--- config.mk ---
export PLATFORM = sky130hd
export DESIGN_NAME = alu_shift_seq
export DESIGN_NICKNAME = d
export VERILOG_FILES = /design/src/rtl/alu_pkg.sv /design/src/rtl/alu_shift_step.sv /design/src/rtl/alu_shift_seq.sv
export SDC_FILE = /design/constraint.sdc
export NUM_CORES = 1
export LEC_CHECK = 0
export BUFFER_PORTS_ARGS = -buffer_cell sky130_fd_sc_hd__buf_2
export CAP_MARGIN = 30
export CORE_MARGIN = 4
export CORE_UTILIZATION = 54
export DETAILED_ROUTE_END_ITERATION = 8
export GPL_ROUTABILITY_DRIVEN = 0
export GPL_TIMING_DRIVEN = 0
export PLACE_DENSITY = 0.84
export SKIP_LAST_GASP = 1
export SLEW_MARGIN = 20
export SYNTH_ARGS = -nofsm -noshare
export SYNTH_HDL_FRONTEND = slang
export SYNTH_SLANG_ARGS = --single-unit
--- constraint.sdc ---
create_clock -name clk -period 2.45 [get_ports clk]
set_clock_uncertainty 0.15 [all_clocks]
set_input_delay 0.3675 -clock clk [delete_from_list [all_inputs] [get_ports clk]]
set_output_delay 0.3675 -clock clk [all_outputs]
set_load 0.02 [all_outputs]
--- src/rtl/alu_pkg.sv ---
// Shared ALU definitions: shift-mode and sequential-shifter state encodings.
package alu_pkg;

  typedef enum logic [1:0] {
    SHIFT_LSR = 2'b00,
    SHIFT_LSL = 2'b01,
    SHIFT_ASR = 2'b10,
    SHIFT_ROR = 2'b11
  } shift_mode_t;

  typedef enum logic [1:0] {
    ST_IDLE  = 2'b00,
    ST_SHIFT = 2'b01,
    ST_DONE  = 2'b10
  } shift_state_t;

endpackage

--- src/rtl/alu_shift_step.sv ---
// One-position shifter: moves value by a single bit according to mode and
// reports the bit that falls off the end.
module alu_shift_step
  import alu_pkg::*;
#(
  parameter int WIDTH = 16
) (
  input  logic [WIDTH-1:0] value_i,
  input  shift_mode_t      mode_i,
  output logic [WIDTH-1:0] value_o,
  output logic             carry_o
);

  // NOTE: both outputs get a default before the case so no latch is inferred.
  always_comb begin
    value_o = value_i;
    carry_o = 1'b0;
    case (mode_i)
      SHIFT_LSR: begin
        value_o = {1'b0, value_i[WIDTH-1:1]};
        carry_o = value_i[0];
      end
      SHIFT_LSL: begin
        value_o = {value_i[WIDTH-2:0], 1'b0};
        carry_o = value_i[WIDTH-1];
      end
      SHIFT_ASR: begin
        value_o = {value_i[WIDTH-1], value_i[WIDTH-1:1]};
        carry_o = value_i[0];
      end
      SHIFT_ROR: begin
        value_o = {value_i[0], value_i[WIDTH-1:1]};
        carry_o = value_i[0];
      end
      default: ;
    endcase
  end

endmodule

--- src/rtl/alu_shift_seq.sv ---
// Iterative shifter: accepts a request, shifts one bit per clock, then holds
// dout/carry/zero until the consumer takes them.
module alu_shift_seq
  import alu_pkg::*;
#(
  parameter int WIDTH = 16,
  parameter int AMT_W = 4
) (
  input  logic             clk,
  input  logic             rst,
  input  logic             in_valid,
  output logic             in_ready,
  input  logic [WIDTH-1:0] operand1,
  input  logic [AMT_W-1:0] immediate_offset,
  input  logic [1:0]       mode,
  output logic             out_valid,
  input  logic             out_ready,
  output logic [WIDTH-1:0] dout,
  output logic             carry,
  output logic             zero
);

  shift_state_t     state_q, state_d;
  logic [WIDTH-1:0] acc_q, acc_d;
  logic [AMT_W-1:0] cnt_q, cnt_d;
  shift_mode_t      mode_q, mode_d;
  logic             carry_q, carry_d;
  logic             zero_q, zero_d;

  logic [WIDTH-1:0] step_value;
  logic             step_carry;

  alu_shift_step #(.WIDTH(WIDTH)) u_step (
    .value_i (acc_q),
    .mode_i  (mode_q),
    .value_o (step_value),
    .carry_o (step_carry)
  );

  always_comb begin
    state_d = state_q;
    acc_d   = acc_q;
    cnt_d   = cnt_q;
    mode_d  = mode_q;
    carry_d = carry_q;
    zero_d  = zero_q;
    case (state_q)
      ST_IDLE: begin
        if (in_valid) begin
          acc_d   = operand1;
          cnt_d   = immediate_offset;
          mode_d  = shift_mode_t'(mode);
          carry_d = 1'b0;
          if (immediate_offset == '0) begin
            state_d = ST_DONE;
            zero_d  = (operand1 == '0);
          end else begin
            state_d = ST_SHIFT;
            zero_d  = 1'b0;
          end
        end
      end
      ST_SHIFT: begin
        acc_d   = step_value;
        carry_d = step_carry;
        cnt_d   = cnt_q - 1'b1;
        // zero is registered alongside the final shift so it is valid with out_valid.
        if (cnt_q == AMT_W'(1)) begin
          state_d = ST_DONE;
          zero_d  = (step_value == '0);
        end
      end
      ST_DONE: begin
        if (out_ready) state_d = ST_IDLE;
      end
      default: state_d = ST_IDLE;
    endcase
  end

  // NOTE: sequential state is updated with non-blocking assignments only.
  always_ff @(posedge clk) begin
    if (rst) begin
      state_q <= ST_IDLE;
      acc_q   <= '0;
      cnt_q   <= '0;
      mode_q  <= SHIFT_LSR;
      carry_q <= 1'b0;
      zero_q  <= 1'b0;
    end else begin
      state_q <= state_d;
      acc_q   <= acc_d;
      cnt_q   <= cnt_d;
      mode_q  <= mode_d;
      carry_q <= carry_d;
      zero_q  <= zero_d;
    end
  end

  assign in_ready  = (state_q == ST_IDLE);
  assign out_valid = (state_q == ST_DONE);
  assign dout      = acc_q;
  assign carry     = carry_q;
  assign zero      = zero_q;

endmodule

==> run metrics <==
1st-pass router iterations=4; CP Max Fanout=10; area delta synth->final=19.5%; Vias=1668; layout cells sized above 1=25.8%; Ys Warns=0; first-pass GRT wire length=6990 µm; grt total ovfl=0; Synth Instances=197; Slew Limit Fails=0; Top FF cell, synth=dfxtp_1; initial core utilization=58.2%; final setup vio count=0; cts hold-fix bufs=0; Syn Area/Cell=7.52 µm²; Iteration-0 DRC Markers=109; Post-CTS Setup Repair Bufs=0; core area=0.00254 mm²; Rel. slew slack=58.0%; Max Clk Rate=503 MHz; worst skew pair latency=0.32 ns; number of synthesized flops with an enable pin=0; DP HPWL=3080 µm; asr flop ratio synth=0%; most frequent cell after synthesis=nor2_1; Hold Vio Cnt, Final=0; CP endpoint kind=output port; Post-Route WL=4120 µm; Worst EP required=1.93 ns; # diodes=0; status=finished clean; leading area contributor after synthesis=dfxtp_1; Post-DRT Antenna Nets=0; CP Launch Type=register; top post-synthesis cells by area=dfxtp_1 35%, nor2_1 9.1%, nand2_1 7.1%, a311oi_1 7.1%, a21oi_1 6.4%; Setup TNS Final=0 ns; Leakage=0.753 nW; critical path type=reg -> out; pwr dens=749 mW/mm²; RSZ-0062 raised after global routing=false; Period minus WS final=1.99 ns; synthesized area=0.00148 mm²; gr usage total=25.0%; Place WS=0.568 ns; number of global-route vias before repair=1473; setup ws final=0.462 ns; Die Width=60.4 µm; post-route cell area=0.00177 mm²; Worst-Margin Slew=0.625 ns; Die Span Y=60.4 µm; Die Footprint=0.00365 mm²; Max Root-Sink Buffers=2; Final period util=81.1%; DRC=0; Post-DP Area=0.00173 mm²; Synth top area share=35.1%; total CTS buffers=3; r2r setup slk=0.71 ns; largest net degree at the start of global routing=15; CTS clk-pin slew, worst paths=0.15 ns; Fin Hold WS=0.134 ns; CP arrival=1.47 ns; post-layout net count=273; clock root cell=clkbuf_4; post-cts sizing count=0; Post-Syn Nets=225; IO buf count=43; # IOs=46; post-synthesis sequential area ratio=35.1%; worst vdd ir=0.000495 V; post-synthesis cell type count=39; commonest cells in the netlist=36 x nor2_1, 28 x nand2_1, 26 x dfxtp_1; CTS tree=done; synthesized flop and latch total=26; initial antenna violation count=0; Via density=6.09; fin cells=274; WL per Instance=15.0 µm; worst hold path class=in -> reg; max_cap viols=0; Row Count=18; clock sink count=26; H-tree depth=1; DP Cell Count=270
## cell usage in the layout (no fill, tap or decap), drive strengths merged, types with 3 or more instances in the layout
master,Yosys,layout
nor2b,3,3
inv,4,4
a311oi,12,12
nor4,9,9
o21ai,3,3
clkbuf,7,11
nand3,4,4
nand2,28,28
nor2,36,36
a211oi,9,9
a21oi,20,20
buf,9,52
dfxtp,26,26
## worst paths after layout
path | start | to | cells after the start
max | state_q[0]$_SDFFE_PP0P_ | out_valid | 4
max reg2reg | mode_q[1]$_SDFFE_PP0P_ | dout[4]$_SDFFE_PP0P_ | 4
min reg2reg | cnt_q[3]$_SDFFE_PP0P_ | cnt_q[3]$_SDFFE_PP0P_ | 2
min | mode[0] | mode_q[0]$_SDFFE_PP0P_ | 3
## per-stage QoR
step	utilization (%)	power, W
CTS	69.6	0.00132
global route	69.6	0.00142
detailed placement	68.1	0.00111
floorplan	-	0.000942
finish	69.6	0.00133
global placement	68.1	0.00110
## layer usage
| metal | global-route usage (%) | wire length, µm |
|---|---|---|
| met5 | 0 | 0 |
| met3 | 2.77 | 415 |
| met1 | 36.4 | 1740 |
| met4 | 7.91 | 38 |
| met2 | 38.6 | 1930 |
## cells by family after synthesis
family,count (synthesis),synth area share [%]
AO/OA/AOI/OAI,55,25.8
multiplexers,3,2.20
adder cells (fa/ha/maj),2,1.69
buffers and inverters,20,6.59
AND/OR/NAND/NOR,91,28.6
flip-flops,26,35.1
## power by group
| group | leakage [nW] | switching, W | internal [W] | total, W |
|---|---|---|---|---|
| sequential | 0.215 | 0.0000739 | 0.000490 | 0.000563 |
| clock | 0.0210 | 0.000131 | 0.0000909 | 0.000222 |
| combinational | 0.518 | 0.000327 | 0.000213 | 0.000540 |
| total | 0.753 | 0.000532 | 0.000793 | 0.00133 |
## final cells by class
cell class / count / area [µm²]
Clock buffer: 4 / 36.3
Buffer: 16 / 82.6
Inverter: 4 / 15.0
Timing Repair Buffer: 43 / 215
Tap cell: 30 / 37.5
Multi-Input combinational cell: 151 / 863
Fill cell: 245 / 774
Sequential cell: 26 / 520
## registers in the layout (all words and copies together) (netlist names)
name,flops
cnt_q,4
dout,16
carry,1
zero,1
state_q,2
mode_q,2
## critical path, cell delays in order, from the launching register on
cell      delay [ns]
dfxtp_1         0.33
buf_2           0.19
clkbuf_1        0.38
nor2b_1         0.08
buf_2           0.17
Power figures use the tool's default switching activity.
